$ cat src/rtl/seq_det_pkg.sv
// ============================================================================
// Module   : seq_det_pkg
// Purpose  : Shared FSM encoding and default parameters for seq_detect_prog.
// Revision : 1.0 - initial release
// ============================================================================
`default_nettype none

package seq_det_pkg;

    typedef enum logic [1:0] {
        S_IDLE   = 2'd0,
        S_FILL   = 2'd1,
        S_DETECT = 2'd2
    } state_t;

    localparam int C_MAX_LEN_DEF = 8;
    localparam int C_LEN_W_DEF   = 4;
    localparam int C_CNT_W_DEF   = 8;

endpackage

`default_nettype wire

$ cat src/rtl/seq_det_sat_cnt.sv
// ============================================================================
// Module   : seq_det_sat_cnt
// Purpose  : Saturating up-counter with synchronous clear (clear has priority).
// Revision : 1.0 - initial release
// ============================================================================
`default_nettype none

module seq_det_sat_cnt #(
    parameter int CNT_W = 8
) (
    input  logic             clk,
    input  logic             rst,
    input  logic             clr_i,
    input  logic             inc_i,
    output logic [CNT_W-1:0] cnt_o
);

    logic [CNT_W-1:0] cnt_q;

    always_ff @(posedge clk or posedge rst) begin
        if (rst) begin
            cnt_q <= '0;
        end else if (clr_i) begin
            cnt_q <= '0;
        end else if (inc_i && (cnt_q != '1)) begin
            cnt_q <= cnt_q + CNT_W'(1);
        end
    end

    assign cnt_o = cnt_q;

endmodule

`default_nettype wire

$ cat src/rtl/seq_detect_prog.sv
// ============================================================================
// Module   : seq_detect_prog
// Purpose  : Runtime-programmable serial pattern detector with match counter.
// Revision : 1.0 - initial release
// ============================================================================
`default_nettype none

module seq_detect_prog
    import seq_det_pkg::*;
#(
    parameter int                 MAX_LEN     = C_MAX_LEN_DEF,
    parameter int                 LEN_W       = C_LEN_W_DEF,
    parameter int                 CNT_W       = C_CNT_W_DEF,
    parameter logic [MAX_LEN-1:0] PATTERN_RST = MAX_LEN'(4'b0110),
    parameter logic [LEN_W-1:0]   LEN_RST     = LEN_W'(4),
    parameter logic               OVL_RST     = 1'b0
) (
    input  logic               clk,
    input  logic               rst,
    input  logic               enable,
    input  logic               data,
    input  logic               data_valid,
    input  logic               cfg_we,
    input  logic [MAX_LEN-1:0] cfg_pattern,
    input  logic [LEN_W-1:0]   cfg_len,
    input  logic               cfg_overlap,
    input  logic               cnt_clr,
    output logic               match,
    output logic [CNT_W-1:0]   match_cnt,
    output logic               cfg_err,
    output logic               armed
);

    state_t             state_q, state_d;
    logic [MAX_LEN-1:0] hist_q, hist_d;
    logic [MAX_LEN-1:0] pattern_q;
    logic [LEN_W-1:0]   len_q;
    logic               ovl_q;
    logic [LEN_W-1:0]   fill_q, fill_d;
    logic               match_q, match_d;
    logic               err_q, err_d;

    logic               w_accept;
    logic               w_cfg_ok;
    logic [MAX_LEN-1:0] w_hist_nx;
    logic [LEN_W-1:0]   w_fill_nx;
    logic [MAX_LEN-1:0] w_mask;
    logic               w_hit;

    always_comb begin
        w_accept  = enable & data_valid & ~cfg_we;
        w_cfg_ok  = cfg_we && (cfg_len != '0) && (cfg_len <= LEN_W'(MAX_LEN));
        w_hist_nx = {hist_q[MAX_LEN-2:0], data};
        w_fill_nx = (fill_q >= LEN_W'(MAX_LEN)) ? fill_q : fill_q + LEN_W'(1);
        w_mask    = '0;
        for (int i = 0; i < MAX_LEN; i++) begin
            w_mask[i] = (LEN_W'(i) < len_q);
        end
        // fill gates the compare, so stale history from before a clear never matches
        w_hit = w_accept && (w_fill_nx >= len_q)
                && (((w_hist_nx ^ pattern_q) & w_mask) == '0);
    end

    always_comb begin
        hist_d  = hist_q;
        fill_d  = fill_q;
        state_d = state_q;
        match_d = 1'b0;
        err_d   = 1'b0;

        if (w_accept) begin
            hist_d  = w_hist_nx;
            fill_d  = (w_hit && !ovl_q) ? '0 : w_fill_nx;
            match_d = w_hit;
        end

        if (w_cfg_ok) begin
            fill_d = '0;
        end else if (cfg_we) begin
            err_d = 1'b1;
        end

        if (!enable) begin
            fill_d  = '0;
            state_d = S_IDLE;
        end else if (!w_cfg_ok && (fill_d >= len_q)) begin
            state_d = S_DETECT;
        end else begin
            state_d = S_FILL;
        end
    end

    always_ff @(posedge clk or posedge rst) begin
        if (rst) begin
            state_q   <= S_IDLE;
            hist_q    <= '0;
            fill_q    <= '0;
            pattern_q <= PATTERN_RST;
            len_q     <= LEN_RST;
            ovl_q     <= OVL_RST;
            match_q   <= 1'b0;
            err_q     <= 1'b0;
        end else begin
            state_q <= state_d;
            hist_q  <= hist_d;
            fill_q  <= fill_d;
            match_q <= match_d;
            err_q   <= err_d;
            if (w_cfg_ok) begin
                pattern_q <= cfg_pattern;
                len_q     <= cfg_len;
                ovl_q     <= cfg_overlap;
            end
        end
    end

    // Counting on match_d keeps match_cnt in step with the match pulse
    seq_det_sat_cnt #(
        .CNT_W (CNT_W)
    ) u_cnt (
        .clk   (clk),
        .rst   (rst),
        .clr_i (cnt_clr),
        .inc_i (match_d),
        .cnt_o (match_cnt)
    );

    assign match   = match_q;
    assign cfg_err = err_q;
    assign armed   = (state_q == S_DETECT);

endmodule

`default_nettype wire
$ cat config.mk
export PLATFORM = sky130hd
export DESIGN_NAME = seq_detect_prog
export DESIGN_NICKNAME = d
export VERILOG_FILES = /design/src/rtl/seq_det_pkg.sv /design/src/rtl/seq_det_sat_cnt.sv /design/src/rtl/seq_detect_prog.sv
export SDC_FILE = /design/constraint.sdc
export NUM_CORES = 1
export LEC_CHECK = 0
export ABC_AREA = 0
export BUFFER_PORTS_ARGS = -buffer_cell sky130_fd_sc_hd__buf_4
export CORE_ASPECT_RATIO = 1.75
export CORE_MARGIN = 2
export CORE_UTILIZATION = 51
export CTS_CLUSTER_DIAMETER = 120
export DETAILED_ROUTE_END_ITERATION = 7
export PLACE_DENSITY = 0.83
export SLEW_MARGIN = 15
export SYNTH_ARGS = -nofsm -noshare
export SYNTH_HDL_FRONTEND = slang
export SYNTH_HIERARCHICAL = 1
export SYNTH_SLANG_ARGS = --single-unit
$ cat constraint.sdc
create_clock -name clk -period 7.3 [get_ports clk]
set_input_delay 0.365 -clock clk [delete_from_list [all_inputs] [get_ports clk]]
set_output_delay 0.365 -clock clk [all_outputs]
set_load 0.1 [all_outputs]
* Word level (Yosys, flattened, before mapping) *
Cells that the tools add are included.
Widths: inputs -> output; s select.

word-level totals
  register bits after elaboration = 36
  bits of input ports = 20
  output and inout port bits = 11
  logic and storage cells = 54

cells by class
  add/subtract/negate cells = 2
  order comparisons = 12
  equality and inequality tests = 2
  muxes and demuxes = 12
  bitwise operators = 5
  reduce and logical (&&, ||, !) cells = 12

operators with widths
  kind                 count
  $mux 4               5
  $lt 3x4->1 const A   4
  $mux 8               2
  $add 8x1->8 const B  1
  $and 8x8->8          1
  $ge 4x4->1           2
  $logic_not 8->1      1
  $lt 1x4->1 const A   2
  $lt 2x4->1 const A   2
  $ne 8x8->1 const B   1
  $xor 8x8->8          1
  $logic_and 1x1->1    7
  $add 4x1->4 const B  1
  $ge 4x4->1 const B   1
  $le 4x4->1 const B   1
  $mux 2               2
  $reduce_bool 4->1    1
  $mux 1               3
  $and 1x1->1          2
  $eq 2x2->1 const B   1
  $logic_not 1->1      2
  $reduce_bool 2->1    1
  $not 1->1            1

* Longest topological paths before layout *
  word-level depth = 13
  gate-level depth with buffers = 16
  gate-level depth less buffers = 16

* Modules after synthesis *
Netlist, hierarchy kept.

by module, submodules not included
  module           times used  cells each  area each (um^2)  sequential area each (um^2)
  seq_detect_prog  1           147         1560.2            704.4
  seq_det_sat_cnt  1           49          504.2             200.2

* Worst setup path after synthesis *
No wires, ideal clock.

  path type = reg2reg
  start point = register fill_q[0]
  end point = register state_q[1]
  setup time = 0.120 ns
  arrival = 3.066 ns
  setup slack = 4.114 ns
  stages on the path, launching flop included = 16
  clock period less this slack = 3.186 ns
  cells stage by stage = dfrtp_1 > inv_1 > ha_1 > mux2i_1 > inv_1 > ha_1 > a2111o_1 > nand4b_1 > o221a_1 > a21oi_1 > ha_1 > nand2b_1 > a21o_1 > a21o_1 > a21o_1 > and3_1

on the way
  longest elaborated chain between the ends = 13
  elaborated cells on any way between the ends = 14
  those cells by class = add/sub: 1; order compare: 3; mux: 6; reduce/logical: 4

ends and longest elaborated chain
  item                                              RTL line                source
  from (decl)                                       seq_detect_prog.sv:39   logic [LEN_W-1:0] fill_q, fill_d;
  from (signal assigned)                            seq_detect_prog.sv:106  fill_q <= fill_d;
  $add 4x1->4 / $ge 4x4->1 (equally long branches)  seq_detect_prog.sv:54   w_fill_nx = (fill_q >= LEN_W'(MAX_LEN)) ? fill_q : fill_q + LEN_W'(1);
  $mux 4                                            seq_detect_prog.sv:54
  $ge 4x4->1                                        seq_detect_prog.sv:60   w_hit = w_accept && (w_fill_nx >= len_q)
  $logic_and 1x1->1                                 seq_detect_prog.sv:60
  $logic_and 1x1->1                                 seq_detect_prog.sv:61   && (((w_hist_nx ^ pattern_q) & w_mask) == '0);
  $logic_and 1x1->1                                 seq_detect_prog.sv:73   fill_d = (w_hit && !ovl_q) ? '0 : w_fill_nx;
  $mux 4                                            seq_detect_prog.sv:73
  $mux 4 *                                          seq_detect_prog.sv:71   if (w_accept) begin
  $mux 4 *                                          seq_detect_prog.sv:77   if (w_cfg_ok) begin
  $ge 4x4->1 *                                      seq_detect_prog.sv:86   end else if (!w_cfg_ok && (fill_d >= len_q)) begin
  $logic_and 1x1->1 *                               seq_detect_prog.sv:86
  $mux 2 *                                          seq_detect_prog.sv:86
  $mux 2 *                                          seq_detect_prog.sv:83   if (!enable) begin
  net state_d[1]                                    seq_detect_prog.sv:34   state_t state_q, state_d;
  to (signal assigned)                              seq_detect_prog.sv:104  state_q <= state_d;
  to (decl)                                         seq_detect_prog.sv:34

The timed path passes the listed nets; every way through them passes the cells marked *.
A chain may end at the register's enable or synchronous reset.

* Worst setup path in the final report *
Ends and elaborated chain as after synthesis.

==> impl_metrics.py <==
metrics = {
    "status": {
        "status": "completed",
    },
    "power_and_ir_drop": {
        "p_int_uw": 348,
        "comb_power_share_pct": 22.1,
        "p_sw_share_pct": 29.5,
        "power_switching_uw": 146,
        "seqPwrFrac_pct": 50.8,
        "p_leak_nw": 1.17,
        "peakVddDrop_v": 0.000153,
        "pwr_density_cell_nw_per_um2": 206,
        "clock_power_share_pct": 27.2,
    },
    "yosys": {
        "synth_cell_types": 49,
        "ys_ff_latch": 36,
        "yosys.area.top_type_share_pct": 40.0,
        "synth_area_sq_um": 2060,
        "synth-seq-area-share_pct": 43.8,
        "synth_flop_cell": "dfrtp_1",
        "synth_warnings": 6,
        "async_reset_ff_share_pct": 100,
        "synth.net_count": 227,
        "synth-edff-count": 0,
        "yosysTopAreaCell": "dfrtp_1",
        "postSynthCellCount": 196,
        "yosys-top-cells-area": "dfrtp_1 (40%), ha_1 (6.7%), mux2_2 (6.5%), nand2_1 (4.9%), dfstp_2 (3.8%)",
        "avgSynthCellArea_sq_um": 10.5,
    },
    "clock_network": {
        "clk_pin_slew_ns": 0.07,
        "insertion_delay_ns": 0.28,
        "htreeDepth": 2,
        "cts-root-buf": "clkbuf_8",
        "clk_path_buf_depth": 2,
        "cts_tree": "yes",
        "postCtsHoldBufs": 0,
        "numClockSinks": 36,
        "cts_resized": 0,
        "numCtsBuffers": 5,
        "post_cts_buffers": 0,
    },
    "worst_setup_path": {
        "critPathCapture": "state_q[1]$_DFF_PP0_",
        "cp-start-kind": "register",
        "critical_path_class": "reg2reg",
        "ff2ff_path_depth": 16,
        "end_kind": "register",
        "crit_slowest_cell": "dfrtp_1",
        "r2r_slack_ns": 3.86,
        "timing.rr.start": "fill_q[0]$_DFF_PP0_",
        "cp_top_family": "compound AO/OA/AOI/OAI gates",
        "slowest_delay_ns": 0.47,
        "cp_data_arrival_time_ns": 3.62,
        "cp.required_ns": 7.48,
        "critPathLaunch": "fill_q[0]$_DFF_PP0_",
        "crit_buf_inv": 1,
        "r2r-end": "state_q[1]$_DFF_PP0_",
        "worstPathMaxFanout": 8,
        "crit_chain": "ha_1 -> nor2b_1 -> xnor2_1 -> inv_1 -> ha_1 -> o21a_1 -> o22a_1 -> nand4b_1 -> o221a_1 -> a21oi_1 -> ha_1 -> nand2b_1 -> a21o_1 -> a21o_1 -> a21o_1 -> and3_1",
        "worst-path-stages": 16,
    },
    "global_routing": {
        "grt-ovfl-total": 0,
        "grt_antenna_before_repair": 0,
        "track_usage_pct": 21.1,
        "first_global_vias": 1595,
        "grt_pass1_wl_um": 7030,
        "grt_max_degree": 29,
    },
    "timing": {
        "maxSlewHeadroom_pct": 34.3,
        "tns_ns": 0,
        "finClkSkew_ns": 0.00586,
        "tightest_slew_ns": 0.979,
        "rsz0062_at_grt": "false",
        "min_period_over_period_pct": 47.2,
        "slew_violations": 0,
        "setup_viol": 0,
        "hold_viol": 0,
        "fmax_ghz": 0.290,
        "period_minus_slack_ns": 3.44,
    },
    "floorplan": {
        "core-area_sq_um": 3870,
        "ios": 31,
        "initial_core_util_pct": 53.4,
        "num_rows": 30,
        "dieArea_sq_um": 4590,
        "die_h_um": 88.2,
        "dieWidth_um": 52.1,
    },
    "placement": {
        "portBuffers": 30,
        "placed_area_sq_um": 2310,
        "gp_congestion": 0.820,
        "dp_hpwl_um": 3210,
    },
    "routing": {
        "drt_wl_total_um": 4190,
        "first_pass_iters": 4,
        "vias": 1546,
        "drt.antenna.violating_nets": 0,
        "routed_via_density": 5.62,
        "drc": 0,
        "wl_per_cell_um": 15.2,
        "first_iter_violations": 43,
    },
    "layout": {
        "fin_area_sq_um": 2400,
        "fillCellCount": 324,
        "nets": 257,
        "syn_to_final_growth_pct": 16.1,
        "diodes": 0,
        "drive_gt1_share_pct": 28.2,
    },
    "flow_run": {
        "drv_cap": 0,
    },
    "hold_path": {
        "hold_class": "in2async",
    },
}
[worst min path at each step]
stage | start | slack, ns | end | cells after the start
global placement | rst | 0.36 | u_cnt/cnt_o[0]$_DFFE_PP0P_ | 2
CTS | rst | 0.04 | u_cnt/cnt_o[3]$_DFFE_PP0P_ | 2
finish | rst | 0.05 | u_cnt/cnt_o[1]$_DFFE_PP0P_ | 2
detailed placement | rst | 0.35 | u_cnt/cnt_o[0]$_DFFE_PP0P_ | 2
global route | rst | 0.07 | u_cnt/cnt_o[1]$_DFFE_PP0P_ | 2
floorplan | rst | 0.18 | u_cnt/cnt_o[0]$_DFFE_PP0P_ | 1
[layout make-up]
cell class	count	area [sq um]	share of cell area, %
timing repair buffer	30	225	9.40
inverter	11	41.3	1.72
multi-input combinational	142	1080	45.2
clock buffer	7	76.3	3.19
clock inverter	1	5.00	0.209
sequential	36	905	37.8
tap	48	60.1	2.51
[cell families after synthesis]
| group | after synthesis | share of synthesized area [%] |
|---|---|---|
| AOI/OAI and AO/OA | 37 | 14.2 |
| xor gates and xnor gates | 11 | 5.58 |
| adders and majority gates | 11 | 6.67 |
| buffers and inverters | 18 | 3.70 |
| DFF | 36 | 43.8 |
| muxes | 18 | 10.4 |
| and+or+nand+nor | 65 | 15.6 |
[layer usage]
metal | track usage, % | part of all wire (%)
met4 | 13.4 | 4.3
met1 | 21.4 | 37
met5 | 0 | 0
met3 | 3.92 | 3.0
met2 | 38.2 | 56
[placed cells by master (no fill, tap or decap), drive strengths merged, types with 2 or more instances in the layout]
cell and count:
dfrtp 33, ha 11, and2 3, nor3 5, a21o 4, a31oi 2, nand4b 2, buf 30
o21ai 2, xnor2 7, nor2b 6, dfstp 3, xor2 4, o2bb2ai 6, a21boi 2, clkbuf 7
a21oi 10, and3 2, mux2 16, clkinv 2, nand3 3, nor2 7, nand2 27, nand2b 4
nand4 2, mux2i 2, inv 10
[power groups by stage]
| stage | logic, mW | registers [mW] | clock network (mW) |
|---|---|---|---|
| after floorplan | 0.0809 | 0.252 | 0 |
| after global placement | 0.107 | 0.253 | 0 |
| after detailed placement | 0.109 | 0.255 | 0 |
| after CTS | 0.110 | 0.251 | 0.139 |
| after global routing | 0.121 | 0.255 | 0.145 |
| final | 0.109 | 0.251 | 0.134 |
[cells in the mapped netlist, types with 2 or more instances]
cell type and n:
nand2_1 27, inv_1 10, mux2i_1 2, clkbuf_1 5, xnor2_1 7, a21oi_2 2, a31oi_1 2, and2_1 2
dfrtp_1 33, nor3_1 5, o2bb2ai_1 6, mux2_4 4, nor2_1 7, ha_1 11, xor2_1 3, a21o_1 4
nor2b_1 6, nand2b_1 4, nand4_1 2, nand4b_1 2, dfstp_2 3, mux2_2 12, nand3_1 3, and3_1 2
a21oi_1 8
[metrics by stage]
stage	hold WS [ns]	cells	total power [mW]	setup WS (ns)	utilization, %
2_1_floorplan	0.181	196	0.332	4.11	-
3_3_place_gp	0.357	267	0.360	3.98	59.9
3_5_place_dp	0.349	267	0.364	3.87	59.9
4_1_cts	0.0427	275	0.500	3.86	62.0
5_1_grt	0.0712	275	0.520	3.64	62.0
6_report	0.0469	275	0.494	3.86	62.0
[state kept, by name (all words and copies together) (netlist names)]
register     cells
pattern_q        8
u_cnt/cnt_o      8
len_q            4
fill_q           4
hist_q           7
ovl_q            1
state_q          2
match            1
cfg_err          1
Note: power is estimated with default switching activity, not from simulation.
